File: config.mk
export PLATFORM = sky130hd
export DESIGN_NAME = bri_drive_gen
export DESIGN_NICKNAME = d
export VERILOG_FILES = /design/src/rtl/bri_drive_gen.sv
export SDC_FILE = /design/constraint.sdc
export NUM_CORES = 1
export LEC_CHECK = 0
export CAP_MARGIN = 30
export CORE_MARGIN = 8
export CORE_UTILIZATION = 30
export CTS_BUF_LIST = sky130_fd_sc_hd__clkbuf_8
export DETAILED_ROUTE_END_ITERATION = 6
export PLACE_DENSITY = 0.57
export REMOVE_ABC_BUFFERS = 1
export SYNTH_ARGS = -nofsm -noshare
export SYNTH_HDL_FRONTEND = slang
export SYNTH_SLANG_ARGS = --single-unit
File: constraint.sdc
create_clock -name clk_dds -period 9.1 [get_ports clk_dds]
set_clock_uncertainty 0.05 [all_clocks]
set_input_delay 1.365 -clock clk_dds [delete_from_list [all_inputs] [get_ports clk_dds]]
set_output_delay 1.365 -clock clk_dds [all_outputs]
set_load 0.01 [all_outputs]
File: src/rtl/bri_drive_gen.sv
// H-bridge transmit drive sequencer.
// Turns the 4f tick strobe into mutually exclusive up/down gate enables with
// runtime half-period, dead time, start phase, half-frequency gaps and an
// optional burst cycle count with a completion pulse.
module bri_drive_gen #(
    parameter int TICK_W = 8,
    parameter int CNT_W  = 16
) (
    input  logic              clk_dds,
    input  logic              rst,
    input  logic              clk_4f_en,
    input  logic              en,
    input  logic              half_mode,
    input  logic [1:0]        phase_sel,
    input  logic [TICK_W-1:0] half_ticks,
    input  logic [TICK_W-1:0] dead_ticks,
    input  logic [CNT_W-1:0]  n_cycles,
    output logic              up,
    output logic              down,
    output logic              busy,
    output logic              done,
    output logic [CNT_W-1:0]  cyc_cnt
);

    // One extra bit so the 2H gap length always fits the tick counter.
    localparam int CW = TICK_W + 1;

    typedef enum logic [2:0] {
        IDLE  = 3'd0,
        QDLY  = 3'd1,
        POS   = 3'd2,
        DEADP = 3'd3,
        GAPP  = 3'd4,
        NEG   = 3'd5,
        DEADN = 3'd6,
        GAPN  = 3'd7
    } state_t;

    state_t            state_reg, state_next, adv_state;
    logic [CW-1:0]     cnt_reg, cnt_next;
    logic [TICK_W-1:0] h_reg, d_reg;
    logic              half_reg;
    logic [CNT_W-1:0]  n_reg;
    logic [CNT_W-1:0]  cyc_reg, cyc_next, cyc_inc;
    logic              second_reg, second_next;
    logic              armed_reg, armed_next;
    logic              done_reg, done_next;
    logic              up_reg, down_reg;
    logic              latch_cfg, enter, group_end;

    // Sanitised live inputs, used only on the start edge.
    logic [TICK_W-1:0] in_h, in_d;
    // Configuration in effect for duration lookups: live inputs while idle,
    // latched copy while a burst is running.
    logic [TICK_W-1:0] cfg_h, cfg_d;
    logic              cfg_half;

    assign in_h     = (half_ticks == '0) ? TICK_W'(1) : half_ticks;
    assign in_d     = (dead_ticks >= in_h) ? (in_h - TICK_W'(1)) : dead_ticks;
    assign cfg_h    = (state_reg == IDLE) ? in_h : h_reg;
    assign cfg_d    = (state_reg == IDLE) ? in_d : d_reg;
    assign cfg_half = (state_reg == IDLE) ? half_mode : half_reg;
    assign cyc_inc  = (cyc_reg == '1) ? cyc_reg : (cyc_reg + CNT_W'(1));

    // Successor of the current state once its tick count expires; flags the
    // edge that closes a POS or NEG group (dead time and gap included).
    always_comb begin
        adv_state = IDLE;
        group_end = 1'b0;
        case (state_reg)
            QDLY:  adv_state = POS;
            POS: begin
                if (cfg_d != '0)   adv_state = DEADP;
                else if (cfg_half) adv_state = GAPP;
                else begin
                    adv_state = NEG;
                    group_end = 1'b1;
                end
            end
            DEADP: begin
                if (cfg_half) adv_state = GAPP;
                else begin
                    adv_state = NEG;
                    group_end = 1'b1;
                end
            end
            GAPP: begin
                adv_state = NEG;
                group_end = 1'b1;
            end
            NEG: begin
                if (cfg_d != '0)   adv_state = DEADN;
                else if (cfg_half) adv_state = GAPN;
                else begin
                    adv_state = POS;
                    group_end = 1'b1;
                end
            end
            DEADN: begin
                if (cfg_half) adv_state = GAPN;
                else begin
                    adv_state = POS;
                    group_end = 1'b1;
                end
            end
            GAPN: begin
                adv_state = POS;
                group_end = 1'b1;
            end
            default: adv_state = IDLE;
        endcase
    end

    // Next-state, tick counter reload, cycle counting, done and re-arm.
    always_comb begin
        state_next  = state_reg;
        cnt_next    = cnt_reg;
        cyc_next    = cyc_reg;
        second_next = second_reg;
        armed_next  = armed_reg;
        done_next   = 1'b0;
        latch_cfg   = 1'b0;
        enter       = 1'b0;

        if (!en) begin
            // Abort: drop to idle immediately; count holds, no done.
            state_next = IDLE;
            armed_next = 1'b1;
        end else if (clk_4f_en) begin
            if (state_reg == IDLE) begin
                if (armed_reg) begin
                    latch_cfg   = 1'b1;
                    cyc_next    = '0;
                    second_next = 1'b0;
                    enter       = 1'b1;
                    if (phase_sel == 2'b01 && in_h[TICK_W-1:1] != '0)
                        state_next = QDLY;
                    else if (phase_sel == 2'b10)
                        state_next = NEG;
                    else
                        state_next = POS;
                end
            end else if (cnt_reg > CW'(1)) begin
                cnt_next = cnt_reg - CW'(1);
            end else begin
                enter      = 1'b1;
                state_next = adv_state;
                if (group_end) begin
                    if (second_reg) begin
                        cyc_next    = cyc_inc;
                        second_next = 1'b0;
                        if (n_reg != '0 && cyc_inc == n_reg) begin
                            state_next = IDLE;
                            done_next  = 1'b1;
                            armed_next = 1'b0;
                            enter      = 1'b0;
                        end
                    end else begin
                        second_next = 1'b1;
                    end
                end
            end
        end

        if (enter) begin
            case (state_next)
                QDLY:         cnt_next = {2'b00, cfg_h[TICK_W-1:1]};
                POS, NEG:     cnt_next = {1'b0, cfg_h - cfg_d};
                DEADP, DEADN: cnt_next = {1'b0, cfg_d};
                GAPP, GAPN:   cnt_next = {cfg_h, 1'b0};
                default:      cnt_next = '0;
            endcase
        end
    end

    // State, configuration latch and registered outputs decoded from next state.
    always_ff @(posedge clk_dds) begin
        if (rst) begin
            state_reg  <= IDLE;
            cnt_reg    <= '0;
            h_reg      <= '0;
            d_reg      <= '0;
            half_reg   <= 1'b0;
            n_reg      <= '0;
            cyc_reg    <= '0;
            second_reg <= 1'b0;
            armed_reg  <= 1'b1;
            done_reg   <= 1'b0;
            up_reg     <= 1'b0;
            down_reg   <= 1'b0;
        end else begin
            state_reg  <= state_next;
            cnt_reg    <= cnt_next;
            cyc_reg    <= cyc_next;
            second_reg <= second_next;
            armed_reg  <= armed_next;
            done_reg   <= done_next;
            up_reg     <= (state_next == POS);
            down_reg   <= (state_next == NEG);
            if (latch_cfg) begin
                h_reg    <= in_h;
                d_reg    <= in_d;
                half_reg <= half_mode;
                n_reg    <= n_cycles;
            end
        end
    end

    assign up      = up_reg;
    assign down    = down_reg;
    assign busy    = (state_reg != IDLE);
    assign done    = done_reg;
    assign cyc_cnt = cyc_reg;

endmodule

After elaboration in Yosys (flattened, before gate mapping) --
Index checks and enable logic that the tools add are counted.
Storage, ports and cells: register bits 66, word-level logic and storage cells 123, input bits 39, output and inout port bits 20
Cells by class: multiplexer cells 52, add/sub/neg operators 4, reductions and logical operators 26, equal/unequal tests 21, bitwise gates (word level) 6, order comparisons 2
Operators with widths (count):
- $mux W16 | 6
- $mux W9 | 5
- $mux W3 | 13
- $pmux W9 S4 | 1
- $mux W8 | 4
- $eq A3 B3 Y1 const B | 8
- $mux W1 | 21
- $pmux W3 S6 | 1
- $add A16 B1 Y16 const B | 1
- $eq A16 B16 Y1 | 1
- $eq A16 B16 Y1 const B | 1
- $reduce_bool A16 Y1 | 1
- $reduce_or A2 Y1 | 8
- $eq A3 B2 Y1 const B | 4
- $reduce_and A6 Y1 | 2
- $reduce_bool A2 Y1 | 5
- $gt A9 B1 Y1 const B | 1
- $sub A9 B1 Y9 const B | 1
- $ge A8 B8 Y1 | 1
- $logic_not A8 Y1 | 1
- $reduce_bool A8 Y1 | 1
- $sub A8 B1 Y8 const B | 1
- $sub A8 B8 Y8 | 1
- $reduce_bool A7 Y1 | 1
- 12 further kinds | 21

Logic depth before layout (Yosys ltp) --
Gate-level depths: netlist of run 1.
word-level depth 19, gate-level depth with buffers 24, depth with buffers taken out 23

Worst setup path before layout of run 1 --
Ideal clock, no wire load.
path kind input to register, start point in half_ticks[3], end point reg cnt_reg[5], arrival 5.240 ns, stages 18, required time 8.964 ns, buffers on the path 2, setup time 0.086 ns, path slack 3.723 ns, path through nor4_2 -> and3_1 -> nor2_1 -> inv_1 -> ha_1 -> o21ai_0 -> a211oi_4 -> buf_2 -> o31a_1 -> a22oi_4 -> o2111ai_2 -> or2_1 -> o311a_1 -> a21oi_4 -> buf_6 -> mux2i_2 -> a32oi_1 -> a221oi_2
On the way: cells in the longest elaborated chain, start to end 19, elaborated cells between the ends (all ways) 47, those cells by class add/sub: 2; order compare: 1; eq/ne: 8; mux: 25; reduce/logical: 11
RTL lines:
- from (decl) | line 15 | input logic [TICK_W-1:0] half_ticks,
- $logic_not A8 Y1 * | line 58 | assign in_h = (half_ticks == '0) ? TICK_W'(1) : half_ticks;
- $mux W8 * | line 58
- named net in_h[0] | line 52 | logic [TICK_W-1:0] in_h, in_d;
- $sub A8 B1 Y8 or $ge A8 B8 Y1 (tied branches) | line 59 | assign in_d = (dead_ticks >= in_h) ? (in_h - TICK_W'(1)) : dead_ticks;
- $mux W8 | line 59
- $mux W8 | line 61 | assign cfg_d = (state_reg == IDLE) ? in_d : d_reg;
- $reduce_bool A8 Y1 | line 73, 92
- $mux W3 (on tied branches) | line 92, 73
- [4 not listed]
- $mux W3 | line 143 | end else if (cnt_reg > CW'(1)) begin
- $mux W3 | line 130 | if (state_reg == IDLE) begin
- $mux W3 | line 129 | end else if (clk_4f_en) begin
- $mux W3 | line 125 | if (!en) begin
- $eq A3 B3 Y1 or $eq A3 B2 Y1 (tied branches) | line 166 | case (state_next)
- $reduce_or A2 Y1 | line 166
- $pmux W9 S4 | line 166
- $mux W9 | line 165 | if (enter) begin
- to (signal assigned) | line 193 | cnt_reg <= cnt_next;
- to (decl) | line 40 | logic [CW-1:0] cnt_reg, cnt_next;
Mark *: on every way through the listed nets, which the timed path passes. The rest lies on a longest branch. A chain may end at the register's enable or synchronous reset.

Final worst setup path of run 1 --
start point in half_ticks[2], end point reg cnt_reg[5]
Same word-level chain as after synthesis.

==> out/qor.yml, run 1 <==
run_status:
  status: "complete, but fails checks"
  failed_checks: "DRC"
synthesis:
  synth_area_um2: 5450
  synth_enable_flop_cells: 0
  synth.avg_cell_area_um2: 7.38
  synthDistinctLibCells: 89
  ys_seq_area_share_pct: 24.2
  synthCells: 739
  ys_async_sr_fraction_pct: 0
  synth-main-ff-cell: "dfxtp_1"
  yosys_register_bits: 66
  ys_warn_count: 0
route:
  drtAntennaViolNets: 0
  drtIter0Drc: 381
  vias: 5663
  drt_wl_total_um: 17600
  vias_per_cell: 5.63
  wl_per_cell_um: 17.5
  first_pass_iters: 7
  drc: 4
cts:
  post_cts_resized: 0
  ctsHtreeMaxLevel: 3
  cts.sinks: 66
  cts_tree: "yes"
  root_buffer: "clkbuf_8"
  clock_latency_ps: 370
  hold_buffers: 0
  clockBufferDepth: 2
  post_cts_buffers: 0
  cts_buffers: 9
  clkTransAtPathRegs_ps: 70
timing:
  slew_headroom_pct: 47.0
  rsz0062_at_grt: "false"
  setup_viol: 0
  hold_viol: 0
  fmax_mhz: 159
  period_share_pct: 69.2
  worstMarginPinSlew_ps: 795
  fin_setup_tns_ps: 0
  post-route-min-period_ps: 6300
  drv_slew: 0
worst_setup_path:
  path_max_fanout: 17
  critPathKind: "primary input to flip-flop"
  crit_required_ps: 9330
  worst_ep_arrival_time_ps: 6530
  worstSetupEndpointType: "flip-flop"
  critical_path.startpoint_type: "primary input"
floorplanning:
  fp.dieH_um: 151
  num_rows: 49
  pin_count: 59
  core_um2: 17900
  die_area_um2: 22700
  die_w_um: 151
  start_util_pct: 30.5
power_and_ir_drop:
  power.total_w: 0.000833
  cellPowerDensity_nw_per_um2: 131
  p_leak_nw: 2.25
  irDropWorstVdd_v: 0.0000853
cells_and_area:
  final_cells: 1006
  num_antenna_cells: 0
  area_growth_pct: 16.5
  drive_above_1_share_pct: 7.46
  nets: 831
place:
  io_buffers: 58
  placed_cells: 990
  place_congestion: 0.945
  hpwl_um: 13300
worst_hold_path:
  hold_path.class: "flip-flop to flip-flop"
grt:
  grt_pass1_vias: 5324
  track_usage_pct: 15.6
  grt_pass1_wl_um: 28400
  grt_antenna_before_repair: 0
  grt-ovfl-total: 0
  grt_max_degree: 44
run:
  maxCapViolations: 0
-- cells by family after synthesis --
logic type	Yosys count	share of synthesized area (%)
DFF	66	24.2
xor gates and xnor gates	28	4.50
AOI/OAI and AO/OA	241	30.8
buffers and inverters	79	5.99
and+or+nand+nor	302	29.1
adders and majority gates	20	4.73
muxes	3	0.620
-- metal layers --
metal  routed length [um]  share of wire [%]  track usage, %
met1                 7730                 44            19.3
met2                 8130                 46            25.0
met3                 1180                6.7            4.21
met4                  584                3.3            6.83
met5                    0                  0               0
-- layout by cell type, fill, tap and decap left out, types with 10 or more instances in the layout --
master / Yosys / final
a21oi_1: 81 / 81
xnor2_1: 20 / 20
ha_1: 19 / 19
nand2b_1: 20 / 20
a31oi_1: 16 / 16
nor2_1: 66 / 65
dfxtp_1: 66 / 66
clkbuf_8: 0 / 10
or3_1: 15 / 15
o21ai_0: 37 / 37
clkdlybuf4s50_1: 0 / 57
nor3_1: 24 / 23
inv_1: 36 / 36
nand2_1: 90 / 90
nand3_1: 18 / 18
-- synth_stat cells, types with 3 or more instances --
master / n / area [um^2]
ha_1: 19 / 238
nand3b_1: 4 / 30.0
nand2_1: 90 / 338
nor3_1: 24 / 120
and2_1: 7 / 43.8
xor2_1: 8 / 70.1
o31a_1: 7 / 61.3
a211oi_1: 7 / 52.6
buf_2: 6 / 30.0
a211o_1: 3 / 26.3
nor4_2: 3 / 37.5
a31oi_1: 16 / 100
a32oi_1: 3 / 26.3
or3_1: 15 / 93.8
nand4_1: 9 / 56.3
a22oi_1: 4 / 30.0
a21o_1: 6 / 45.0
o21ai_0: 37 / 185
o21ai_1: 4 / 20.0
o211ai_1: 6 / 45.0
nand3_1: 18 / 90.1
nor4_1: 9 / 56.3
a221oi_1: 7 / 61.3
dfxtp_1: 66 / 1320
a2111oi_0: 5 / 43.8
o2111ai_1: 3 / 26.3
o21a_1: 5 / 37.5
a21oi_1: 81 / 405
and3_1: 9 / 56.3
nor2_1: 66 / 248
a21boi_0: 4 / 30.0
clkbuf_1: 30 / 113
o22ai_1: 3 / 18.8
nand2b_1: 20 / 125
nor2b_1: 5 / 31.3
inv_1: 36 / 135
and4_1: 4 / 35.0
xnor2_1: 20 / 175
-- cell type report --
cell class	instances	area [um^2]
Fill cell	1948	11600
Multi-Input combinational cell	594	3810
Sequential cell	66	1320
Timing Repair Buffer	64	621
Tap cell	229	287
Inverter	37	139
Clock buffer	10	138
Clock inverter	6	32.5
-- where the power goes --
part,internal (W),switching (W),leakage [nW]
logic,0.000116,0.000174,1.62
registers,0.000303,0.0000162,0.537
clock network,0.000104,0.000121,0.0916
total,0.000522,0.000311,2.25
-- worst max-delay path, stage by stage --
cell	delay (ps)
clkdlybuf4s50_1	590
nor4_2	110
and3_1	180
nor2_1	260
inv_1	80
ha_1	270
o21ai_0	130
a211oi_4	620
o21ai_0	250
a22oi_1	330
o2111ai_2	300
or2_1	340
o311a_1	400
a21oi_4	330
mux2i_2	510
a32oi_1	200
a221oi_2	250
-- metrics by stage --
stage	area, um^2	worst slack, ps	hold WS (ps)	util, %
after CTS	6350	2840	400	35.5
after global routing	6350	2350	427	35.5
after global placement	6180	2600	386	34.5
final	6350	2800	398	35.5
after detailed placement	6180	2470	390	34.5
after floorplan	5270	3720	371	-
-- path summary, 6_finish.rpt --
kind	start	cells past startpoint	endpoint	slack [ps]
min reg2reg	d_reg[5]	2	d_reg[5]	400
max	half_ticks[2]	17	cnt_reg[5]	2800
max reg2reg	cyc_cnt[1]	14	cnt_reg[5]	4080
min	d_reg[5]	2	d_reg[5]	400
Note: power is estimated with default switching activity, not from simulation.
==> inputs of run 2 (changes only) <==
==> constraint.sdc (replaced) <==
create_clock -name clk_dds -period 5.9 [get_ports clk_dds]
set_clock_uncertainty 0.05 [all_clocks]
set_input_delay 0.885 -clock clk_dds [delete_from_list [all_inputs] [get_ports clk_dds]]
set_output_delay 0.885 -clock clk_dds [all_outputs]
set_load 0.01 [all_outputs]
==> out/qor.yml, run 2 (same netlist as run 1, synthesis figures left out) <==
cts:
  clkTransAtPathRegs_ps: 80
  cts.sinks: 66
  post_cts_resized: 0
  ctsHtreeMaxLevel: 3
  cts_buffers: 9
  cts_tree: "yes"
  root_buffer: "clkbuf_8"
  post_cts_buffers: 0
  clock_latency_ps: 370
  clockBufferDepth: 2
  hold_buffers: 0
grt:
  grt_max_degree: 38
  grt_pass1_vias: 5584
  grt-ovfl-total: 0
  grt_pass1_wl_um: 28600
  grt_antenna_before_repair: 0
  track_usage_pct: 15.7
cells_and_area:
  nFillCells: 1945
  multiInputGateArea_um2: 3810
  mostFrequentLayoutCell: "nand2_1"
  seqCellArea_um2: 1320
  area_growth_pct: 19.8
  drive_above_1_share_pct: 8.87
  nets: 843
  fin_area_um2: 6540
  num_antenna_cells: 0
  final_util_pct: 36.5
  final_cell_mix: "90 x nand2_1, 81 x a21oi_1, 66 x dfxtp_1, 65 x nor2_1, 57 x clkdlybuf4s50_1"
timing:
  drv_slew: 0
  fmax_mhz: 184
  hold_viol: 0
  worstMarginPinSlew_ps: 793
  slew_headroom_pct: 47.2
  period_share_pct: 92.2
  fin_setup_tns_ps: 0
  rsz0062_at_grt: "false"
  setup_viol: 0
  post-route-min-period_ps: 5440
  finalWorstSetupSlack_ps: 463
  hold_ws_ps: 409
worst_setup_path:
  worst_ep_arrival_time_ps: 5680
  worstSetupEndpointType: "flip-flop"
  cp_slowest_cell: "a211oi_4"
  cp_cell_sequence: "clkdlybuf4s50_1 > nor4_2 > and3_1 > nor2_1 > inv_1 > ha_1 > o21ai_0 > a211oi_4 > nor2_1 > a211oi_1 > o2111ai_2 > or2_1 > o311a_1 > a21oi_4 > mux2i_2 > buf_4 > a32oi_1 > a21oi_1"
  path_max_fanout: 17
  cpLargestDelayFamily: "compound AO/OA/AOI/OAI gates"
  timing.reg2reg.setup_slack_ps: 1360
  ff2ff_path_depth: 14
  crit_required_ps: 6140
  cp_num_cells: 18
  cp-startpoint: "half_ticks[5]"
  critPathMaxStageDelay_ps: 610
  path_buf_inv: 3
  r2r_start: "cyc_cnt[1]"
  critical_path.startpoint_type: "primary input"
  cp_common_cell: "nor2_1"
  r2r_end: "cnt_reg[1]"
  critPathKind: "primary input to flip-flop"
run_status:
  status: "finished clean"
route:
  first_pass_iters: 4
  vias: 5631
  drt_wl_total_um: 17700
  vias_per_cell: 5.53
  wl_per_cell_um: 17.4
  drc: 0
  drtAntennaViolNets: 0
  drtIter0Drc: 280
floorplanning:
  core_um2: 17900
  die_w_um: 151
  die_area_um2: 22700
  fp.dieH_um: 151
  num_rows: 49
  pin_count: 59
  start_util_pct: 30.5
power_and_ir_drop:
  cellPowerDensity_nw_per_um2: 224
  p_leak_nw: 2.35
  irDropWorstVdd_v: 0.0000988
place:
  hpwl_um: 13500
  preCtsSetupSlack_ps: 127
  place_congestion: 0.931
  io_buffers: 58
  dpl_cell_area_um2: 6270
worst_hold_path:
  min_from: "h_reg[1]"
  hold_path_depth: 2
  holdPathEnd: "h_reg[1]"
  hold_path.class: "flip-flop to flip-flop"
run:
  maxCapViolations: 0
-- run 2: worst reg2reg max path: cells and delay by family, from the launching register on --
family          cells  cell delay [ps]
mux                 1              340
flops               1              560
buf+inv             1              190
fa+ha+maj           1              360
simple gates        8             2410
compound gates      3              560
-- run 2: final cells by class --
cell class,instances,share of cell area [%]
flip-flops and latches,66,20.2
clock buffers,9,1.90
inverters,37,2.13
clock inverters,7,2.16
well taps,229,4.38
multi-input cells,594,58.3
repair buffers,76,10.9
-- run 2: metrics by stage --
stage | std cells | total power (W)
after global routing | 1018 | 0.00155
after global placement | 1002 | 0.000949
after detailed placement | 1002 | 0.000952
after floorplan | 697 | 0.000802
final | 1018 | 0.00146
after CTS | 1018 | 0.00147
-- run 2: worst max-delay path by stage --
| stage | endpoint | slack (ps) |
|---|---|---|
| finish | cnt_reg[1] | 460 |
| global route | cnt_reg[7] | 70 |
| CTS | cnt_reg[7] | 490 |
| detailed placement | cnt_reg[7] | 130 |
| global placement | cnt_reg[2] | 270 |
| floorplan | cnt_reg[7] | 690 |
-- run 2: power by group --
| group | total (W) | switching (W) | leakage [nW] | internal (W) |
|---|---|---|---|---|
| registers | 0.000492 | 0.0000250 | 0.537 | 0.000467 |
| logic | 0.000453 | 0.000266 | 1.68 | 0.000187 |
| clock network | 0.000516 | 0.000193 | 0.129 | 0.000323 |
| total | 0.00146 | 0.000484 | 2.35 | 0.000977 |
-- run 2: layer usage --
metal	part of all wire, %	up-vias	global-route usage, %
li1	-	2805	-
met1	44	2620	18.7
met2	48	169	26.9
met3	6.2	37	4.00
met4	2.7	0	5.64
met5	0	-	0
==> inputs of run 3 (changes only) <==
--- a/config.mk
+++ b/config.mk
@@ -6,11 +6,11 @@
 export NUM_CORES = 1
 export LEC_CHECK = 0
 export CAP_MARGIN = 30
-export CORE_MARGIN = 8
+export CORE_MARGIN = 4
 export CORE_UTILIZATION = 30
 export CTS_BUF_LIST = sky130_fd_sc_hd__clkbuf_8
 export DETAILED_ROUTE_END_ITERATION = 6
-export PLACE_DENSITY = 0.57
+export PLACE_DENSITY = 0.55
 export REMOVE_ABC_BUFFERS = 1
 export SYNTH_ARGS = -nofsm -noshare
 export SYNTH_HDL_FRONTEND = slang
==> out/qor.yml, run 3 (same netlist as run 1, synthesis figures left out) <==
cells_and_area:
  mostFrequentLayoutCell: "nand2_1"
  nFillCells: 1929
  final_cell_mix: "90 x nand2_1, 81 x a21oi_1, 66 x dfxtp_1, 65 x nor2_1, 57 x clkdlybuf4s50_1"
  drive_above_1_share_pct: 9.22
  nets: 846
  fin_area_um2: 6500
  area_growth_pct: 19.2
  multiInputGateArea_um2: 3810
  seqCellArea_um2: 1320
  num_antenna_cells: 0
place:
  place_congestion: 0.918
  hpwl_um: 13300
  dpl_cell_area_um2: 6260
  io_buffers: 58
timing:
  fmax_mhz: 180
  drv_slew: 0
  post-route-min-period_ps: 5550
  period_share_pct: 94.1
  fin_setup_tns_ps: 0
  hold_ws_ps: 404
  slew_headroom_pct: 40.2
  rsz0062_at_grt: "false"
  hold_viol: 0
  setup_viol: 0
  worstMarginPinSlew_ps: 890
route:
  wl_per_cell_um: 17.4
  vias_per_cell: 5.60
  drtAntennaViolNets: 0
  drc: 1
  first_pass_iters: 7
  drt_wl_total_um: 17800
  vias: 5714
  drtIter0Drc: 464
power_and_ir_drop:
  pwr-share-comb_pct: 33.5
  p_leak_nw: 2.34
  pwr-share-seq_pct: 35.9
  clockPowerShare_pct: 30.6
  irDropWorstVdd_v: 0.000116
  switchingPower_w: 0.000515
  cellPowerDensity_nw_per_um2: 211
  p_int_w: 0.000856
  p_sw_share_pct: 37.6
worst_setup_path:
  cp_cell_sequence: "clkdlybuf4s50_1 > nor4_2 > and3_1 > nor2_1 > inv_1 > ha_1 > o21ai_0 > a211oi_4 > buf_4 > o31a_1 > a22oi_1 > o2111ai_2 > or2_1 > o311a_1 > a21oi_4 > nor3b_4 > a221oi_1 > a221oi_2"
  timing.reg2reg.setup_slack_ps: 1320
  cpLargestDelayFamily: "compound AO/OA/AOI/OAI gates"
  r2r_start: "cyc_cnt[1]"
  cp_slowest_cell: "clkdlybuf4s50_1"
  crit_required_ps: 6140
  path_max_fanout: 10
  path_buf_inv: 3
  critical_path.startpoint_type: "primary input"
  worstSetupEndpointType: "flip-flop"
  critPathMaxStageDelay_ps: 470
  ff2ff_path_depth: 13
  critPathKind: "primary input to flip-flop"
  r2r_end: "cnt_reg[5]"
  worst_ep_arrival_time_ps: 5790
cts:
  cts_buffers: 9
  clkTransAtPathRegs_ps: 80
  ctsHtreeMaxLevel: 3
  clock_latency_ps: 370
  cts_tree: "yes"
  root_buffer: "clkbuf_8"
  clockBufferDepth: 2
  cts.sinks: 66
  post_cts_resized: 0
worst_hold_path:
  hold_path_depth: 2
  holdPathEnd: "d_reg[5]"
  min_from: "d_reg[5]"
  hold_path.class: "flip-flop to flip-flop"
floorplanning:
  start_util_pct: 30.5
  num_rows: 49
  pin_count: 59
  die_area_um2: 20400
  die_w_um: 143
  core_um2: 17900
  fp.dieH_um: 143
run_status:
  failed_checks: "DRC"
  status: "complete, but fails checks"
grt:
  grt_pass1_vias: 5362
  grt-ovfl-total: 0
  grt_antenna_before_repair: 0
  grt_max_degree: 39
  met3_usage_pct: 3.45
  grt_pass1_wl_um: 28600
  grt-busiest-layer: "met2"
  grt_use_met1_pct: 23.9
  use_met2_pct: 27.9
  track_usage_pct: 17.5
run:
  maxCapViolations: 0
run 3: repair_timing:
| item | CTS | global route |
|---|---|---|
| buffers inserted | 0 | 4 |
| hold buffers | 0 | 0 |
| endpoints found under the setup margin | 0 | 1 |
run 3: final cells by class:
cell class / count / share of cell area [%]
inverter: 37 / 2.14
timing repair buffer: 79 / 11.3
tap: 229 / 4.41
clock buffer: 9 / 1.91
multi-input combinational: 594 / 58.7
sequential: 66 / 20.3
clock inverter: 7 / 1.29
run 3: routing by layer:
metal  wire length [um]  part of all wire [%]  vias to the layer above
met5                  0                     0                        -
met4                365                   2.1                        0
met3               1040                   5.9                       28
met2               8050                    45                      200
met1               8310                    47                     2669
li1                   -                     -                     2817
run 3: power groups by stage:
| stage | logic [W] | clock network [W] | registers [W] |
|---|---|---|---|
| 2_1_floorplan | 0.000308 | 0 | 0.000494 |
| 3_3_place_gp | 0.000456 | 0 | 0.000502 |
| 3_5_place_dp | 0.000454 | 0 | 0.000502 |
| 4_1_cts | 0.000457 | 0.000433 | 0.000492 |
| 5_1_grt | 0.000511 | 0.000447 | 0.000496 |
| 6_report | 0.000460 | 0.000419 | 0.000492 |
run 3: worst max-delay path by stage:
| stage | slack, ps | from | endpoint | cells past startpoint |
|---|---|---|---|---|
| after floorplan | 690 | state_reg[2] | cnt_reg[7] | 16 |
| after global placement | 160 | half_ticks[5] | cnt_reg[5] | 17 |
| after detailed placement | 20 | half_ticks[5] | cnt_reg[5] | 17 |
| after CTS | 390 | half_ticks[5] | cnt_reg[5] | 17 |
| after global routing | 50 | half_ticks[5] | cnt_reg[6] | 19 |
| final | 350 | half_ticks[5] | cnt_reg[5] | 18 |
run 3: worst min-delay path, delay by kind of cell, from the launching register on:
kind	cells	cell delay (ps)
flops	1	310
simple gates	1	50
compound gates	1	50
run 3: through the flow:
| step | std cells | utilization, % | setup slack [ps] | total power, W |
|---|---|---|---|---|
| after global placement | 1001 | 35.0 | 159 | 0.000958 |
| after CTS | 1017 | 36.1 | 388 | 0.00138 |
| after detailed placement | 1001 | 35.0 | 19.2 | 0.000956 |
| final | 1021 | 36.3 | 348 | 0.00137 |
| after floorplan | 697 | - | 691 | 0.000802 |
| after global routing | 1021 | 36.3 | 54.1 | 0.00145 |
